`src/rtl/wash_cycle_ctrl.sv`:
```
// Washing-machine cycle sequencer: FILL, WASH, RINSE xN, DRAIN, SPIN, OVER with pause/door hold and abort.
// Optional prewash phase (code 7) enabled by defining WASH_PREWASH_EN.
module wash_cycle_ctrl #(
    parameter int CNT_W      = 12,
    parameter int FILL_T     = 120,
    parameter int WASH_T     = 1200,
    parameter int RINSE_T    = 600,
    parameter int RINSE_REPS = 2,
    parameter int DRAIN_T    = 180,
    parameter int SPIN_T     = 300,
    parameter int OVER_T     = 30
`ifdef WASH_PREWASH_EN
    ,
    parameter int PREWASH_T  = 300
`endif
) (
    input  logic             clk,
    input  logic             rst,
    input  logic             start,
`ifdef WASH_PREWASH_EN
    input  logic             prewash,
`endif
    input  logic             pause,
    input  logic             door_open,
    input  logic             abort,
    output logic [2:0]       phase,
    output logic [CNT_W-1:0] phase_timer,
    output logic [3:0]       rinse_num,
    output logic             held,
    output logic             aborted,
    output logic             done,
    output logic             busy,
    output logic             door_lock,
    output logic             valve,
    output logic             motor,
    output logic             motor_fast,
    output logic             pump
);

    localparam longint TMAX = longint'(1) << CNT_W;

    function automatic bit t_ok(input int t);
        return (t >= 1) && (longint'(t) < TMAX);
    endfunction

`ifdef WASH_PREWASH_EN
    localparam bit PRE_OK = t_ok(PREWASH_T);
`else
    localparam bit PRE_OK = 1'b1;
`endif
    localparam bit PARAMS_OK = t_ok(FILL_T) && t_ok(WASH_T) && t_ok(RINSE_T) && t_ok(DRAIN_T)
                            && t_ok(SPIN_T) && t_ok(OVER_T) && PRE_OK
                            && (RINSE_REPS >= 1) && (RINSE_REPS <= 15);

    if (!PARAMS_OK) begin : g_param_check
        $error("wash_cycle_ctrl: phase durations must be in 1..2^CNT_W-1 and RINSE_REPS in 1..15");
    end

    localparam logic [CNT_W-1:0] FILL_L  = CNT_W'(FILL_T);
    localparam logic [CNT_W-1:0] WASH_L  = CNT_W'(WASH_T);
    localparam logic [CNT_W-1:0] RINSE_L = CNT_W'(RINSE_T);
    localparam logic [CNT_W-1:0] DRAIN_L = CNT_W'(DRAIN_T);
    localparam logic [CNT_W-1:0] SPIN_L  = CNT_W'(SPIN_T);
    localparam logic [CNT_W-1:0] OVER_L  = CNT_W'(OVER_T);
    localparam logic [3:0]       REPS_L  = 4'(RINSE_REPS);
`ifdef WASH_PREWASH_EN
    localparam logic [CNT_W-1:0] PRE_L   = CNT_W'(PREWASH_T);
`endif

    typedef enum logic [2:0] {
        S_IDLE    = 3'd0,
        S_FILL    = 3'd1,
        S_WASH    = 3'd2,
        S_RINSE   = 3'd3,
        S_DRAIN   = 3'd4,
        S_SPIN    = 3'd5,
        S_OVER    = 3'd6
`ifdef WASH_PREWASH_EN
        ,
        S_PREWASH = 3'd7
`endif
    } state_t;

    state_t state;
    logic   hold_req;
    logic   motor_ph;
`ifdef WASH_PREWASH_EN
    logic   prewash_sel;
`endif

    assign hold_req = pause | door_open;

    // held tracks the hold request only in busy phases, so it is forced low on entry to IDLE/OVER.
    always_ff @(posedge clk) begin
        if (rst) begin
            state       <= S_IDLE;
            phase_timer <= '0;
            rinse_num   <= '0;
            held        <= 1'b0;
            aborted     <= 1'b0;
`ifdef WASH_PREWASH_EN
            prewash_sel <= 1'b0;
`endif
        end else if (abort && busy) begin
            state       <= S_DRAIN;
            phase_timer <= DRAIN_L;
            rinse_num   <= '0;
            aborted     <= 1'b1;
            held        <= hold_req;
        end else if (held) begin
            held <= hold_req;
        end else begin
            held <= hold_req && busy;
            if (state == S_IDLE) begin
                if (start && !door_open) begin
                    state       <= S_FILL;
                    phase_timer <= FILL_L;
                    aborted     <= 1'b0;
                    held        <= hold_req;
`ifdef WASH_PREWASH_EN
                    prewash_sel <= prewash;
`endif
                end
            end else if (phase_timer == CNT_W'(1)) begin
                case (state)
                    S_FILL: begin
`ifdef WASH_PREWASH_EN
                        state       <= prewash_sel ? S_PREWASH : S_WASH;
                        phase_timer <= prewash_sel ? PRE_L : WASH_L;
`else
                        state       <= S_WASH;
                        phase_timer <= WASH_L;
`endif
                    end
`ifdef WASH_PREWASH_EN
                    S_PREWASH: begin
                        state       <= S_WASH;
                        phase_timer <= WASH_L;
                    end
`endif
                    S_WASH: begin
                        state       <= S_RINSE;
                        phase_timer <= RINSE_L;
                        rinse_num   <= 4'd1;
                    end
                    S_RINSE: begin
                        if (rinse_num < REPS_L) begin
                            phase_timer <= RINSE_L;
                            rinse_num   <= rinse_num + 4'd1;
                        end else begin
                            state       <= S_DRAIN;
                            phase_timer <= DRAIN_L;
                            rinse_num   <= '0;
                        end
                    end
                    S_DRAIN: begin
                        if (aborted) begin
                            state       <= S_IDLE;
                            phase_timer <= '0;
                            held        <= 1'b0;
                        end else begin
                            state       <= S_SPIN;
                            phase_timer <= SPIN_L;
                        end
                    end
                    S_SPIN: begin
                        state       <= S_OVER;
                        phase_timer <= OVER_L;
                        held        <= 1'b0;
                    end
                    default: begin
                        state       <= S_IDLE;
                        phase_timer <= '0;
                        rinse_num   <= '0;
                        held        <= 1'b0;
                    end
                endcase
            end else begin
                phase_timer <= phase_timer - CNT_W'(1);
            end
        end
    end

`ifdef WASH_PREWASH_EN
    assign motor_ph = (state == S_WASH) || (state == S_RINSE) || (state == S_SPIN) || (state == S_PREWASH);
`else
    assign motor_ph = (state == S_WASH) || (state == S_RINSE) || (state == S_SPIN);
`endif

    assign phase      = state;
    assign busy       = (state != S_IDLE) && (state != S_OVER);
    assign door_lock  = busy;
    assign done       = (state == S_OVER);
    assign valve      = (state == S_FILL) && !held;
    assign motor      = motor_ph && !held;
    assign motor_fast = (state == S_SPIN) && !held;
    assign pump       = ((state == S_DRAIN) || (state == S_SPIN)) && !held;

endmodule

```
`config.mk`:
```
export PLATFORM = sky130hd
export DESIGN_NAME = wash_cycle_ctrl
export DESIGN_NICKNAME = d
export VERILOG_FILES = /design/src/rtl/wash_cycle_ctrl.sv
export SDC_FILE = /design/constraint.sdc
export NUM_CORES = 1
export LEC_CHECK = 0
export ABC_AREA = 1
export CORE_MARGIN = 2
export CORE_UTILIZATION = 56
export CTS_BUF_LIST = sky130_fd_sc_hd__clkbuf_4
export DETAILED_ROUTE_END_ITERATION = 6
export GPL_TIMING_DRIVEN = 0
export HOLD_SLACK_MARGIN = 0.02
export PLACE_DENSITY_LB_ADDON = 0.3
export SLEW_MARGIN = 20
export SYNTH_ARGS = -nofsm -noshare
export SYNTH_HDL_FRONTEND = slang
export SYNTH_SLANG_ARGS = --single-unit
```
`constraint.sdc`:
```
create_clock -name clk -period 2.4 [get_ports clk]
set_clock_uncertainty 0.1 [all_clocks]
set_input_delay 0.48 -clock clk [delete_from_list [all_inputs] [get_ports clk]]
set_output_delay 0.48 -clock clk [all_outputs]
set_load 0.01 [all_outputs]
```
==> impl_metrics.csv <==
group,metric,value,unit
outcome,status,"complete, no violations",
drt,routed_wirelength,4360,µm
floorplanning,core-area,2710,µm²
run,drv_cap,0,
setup_path,path_max_fanout,8,
layout,syn2layout_area_growth,28.6,%
drt,routedWlPerCell,12.9,µm
sta,setup_violations,0,
setup_path,arrival,1720,ps
sta,fin_ws,101,ps
place,dp_hpwl,3310,µm
floorplanning,rows,19,
global_route,grt.total_usage,0.277,
drt,ant_nets,0,
sta,fin_crit_sh,0.958,
global_route,overflow,0,
global_route,grt_pass1_wl,7230,µm
pwr,power.total,2.66,mW
global_route,grt_max_degree,12,
place,finalWeightedCongestion,0.969,
clocking,clkLatencyLatePin,310,ps
logic_synthesis,syn_avg_cell_area,5.89,µm²
clocking,clk_pin_slew,130,ps
floorplanning,dieArea,3250,µm²
floorplanning,start_util,0.580,
logic_synthesis,yosysSeqAreaShare,0.267,
logic_synthesis,async_flop_share,0,
global_route,antenna_found_initial,0,
logic_synthesis,synth_edf_count,0,
place,port_buffers,33,
sta,rsz0062_at_grt,"false",
sta,drv_slew,0,
floorplanning,die_w,57.0,µm
drt,drcViolationCount,0,
setup_path,worstSetupPathType,"reg2out",
setup_path,cp-start-kind,"register",
pwr,ir_worst_vdd,960,µV
logic_synthesis,yosys-top-cells-count,"nand2_1 (71), inv_1 (37), nor2_1 (32)",
logic_synthesis,yosysWarnings,0,
logic_synthesis,syn_nets,278,
logic_synthesis,synth_ff_type,"dfxtp_1",
clocking,htreeDepth,1,
floorplanning,die_h,57.0,µm
logic_synthesis,synth_area_leaders,"dfxtp_1 (27%), nand2_1 (17%), inv_1 (8.8%)",
clocking,root_buffer,"clkbuf_4",
clocking,cts_tree,"done",
logic_synthesis,synth_cell_types,25,
sta,period_minus_slack,2300,ps
clocking,cts_made_buffers,3,
global_route,grt_pass1_vias,1667,
pwr,power_density,1320,nW/µm²
clocking,numClockSinks,21,
drt,dr.first_iter.drc_count,141,
drt,num_vias,1891,
pwr,leakagePower,0.987,nW
clocking,clockBufferDepth,2,
floorplanning,io_pins,34,
sta,tns,0,ps
setup_path,crit_required,1820,ps
place,pre_cts_ws,257,ps
layout,antenna_cells_inserted,0,
sta,max_slew_margin,0.787,
place,dp_cells,331,
logic_synthesis,synth_top_cell_by_area,"dfxtp_1",
layout,drive_gt1_frac,0.105,
logic_synthesis,syn_inst,267,
logic_synthesis,synth-seq-cells,21,
sta,final-hold-violation-count,0,
drt,routed_via_density,5.61,
logic_synthesis,synth_top_area_share,0.267,
drt,drtPass1Iterations,5,
logic_synthesis,yosysMostFrequentCell,"nand2_1",
sta,clock.fmax,435,MHz
setup_path,endpoint_kind,"output pin",
layout,stdcell_count,337,
sta,worst_pin_slew,318,ps
hold_path,hold_class,"reg2reg",
layout,nNetsFinal,318,
logic_synthesis,syn_area,1570,µm²
-- what timing repair did --
item / in CTS / in global routing
endpoints found under the setup margin: 4 / 4
hold buffers: 0 / 0
buffers inserted: 1 / 1
resized for setup: 6 / 10
-- area by class of cell --
cell class / count / area (µm²)
multi-input combinational: 197 / 971
tap: 31 / 38.8
fill: 239 / 687
buffer: 5 / 42.5
timing repair buffer: 35 / 347
inverter: 44 / 165
clock buffer: 4 / 30.0
sequential: 21 / 429
-- report_power, final --
group,switching [mW],leakage [nW],internal [mW],total (mW)
logic,1.13,0.795,0.744,1.88
clock network,0.112,0.0184,0.0760,0.188
registers,0.139,0.174,0.461,0.600
total,1.38,0.987,1.28,2.66
-- cells by family (layout without fill, tap and decap cells) --
kind of cell | Yosys count | after routing | share of synthesized area
AO/OA/AOI/OAI | 44 | 44 | 0.142
XOR/XNOR | 4 | 4 | 0.0223
adder cells (fa/ha/maj) | 5 | 5 | 0.0398
buffers and inverters | 49 | 88 | 0.130
flip-flops | 21 | 21 | 0.267
AND/OR/NAND/NOR | 144 | 144 | 0.399
-- cell usage in the layout, fill, tap and decap left out, types with 3 or more instances in the layout --
cell,instances
nand2_1,68
inv_1,37
nor2_1,30
clkdlybuf4s50_1,30
a21oi_1,24
nand3_1,24
dfxtp_1,18
o21ai_0,15
inv_2,7
nand4_1,6
ha_1,5
nand2_2,4
clkbuf_4,4
o21ai_1,3
buf_4,3
xor2_1,3
-- worst max-delay path: stages, from the launching register on --
cell             delay, ps
dfxtp_2                350
buf_6                  130
inv_1                   70
nor2_4                 130
nand2_2                100
nor2_1                  90
clkdlybuf4s50_1        530
-- through the flow --
step | instance area, µm² | hold WS (ps) | util
6_report | 2020 | 395 | 0.747
5_1_grt | 2020 | 422 | 0.747
4_1_cts | 1990 | 397 | 0.734
3_5_place_dp | 1940 | 379 | 0.717
3_3_place_gp | 1940 | 378 | 0.717
2_1_floorplan | 1570 | 390 | -
-- sequential cells by signal, indices dropped and copies added (netlist names) --
register and cells:
phase 3, rinse_num 4, held 1, phase_timer 12, aborted 1
-- path summary, 6_finish.rpt --
kind / slack (ps) / cells after the start / from / end
worst min-delay path: 390 / 2 / rinse_num[3]$_SDFFE_PP0P_ / rinse_num[3]$_SDFFE_PP0P_
worst max register to register: 600 / 10 / phase_timer[1]$_SDFFE_PP0P_ / phase_timer[4]$_SDFFE_PP0P_
worst min register to register: 390 / 2 / rinse_num[3]$_SDFFE_PP0P_ / rinse_num[3]$_SDFFE_PP0P_
worst max-delay path: 100 / 6 / phase[0]$_SDFFE_PP0P_ / motor_fast
-- layer usage --
metal  vias up  GRT usage  share of wire
li1        933          -              -
met1       867      0.374           0.43
met2        82      0.465           0.48
met3         9     0.0431          0.086
met4         0     0.0731         0.0096
met5         -          0              0
Note: power is estimated with default switching activity, not from simulation.
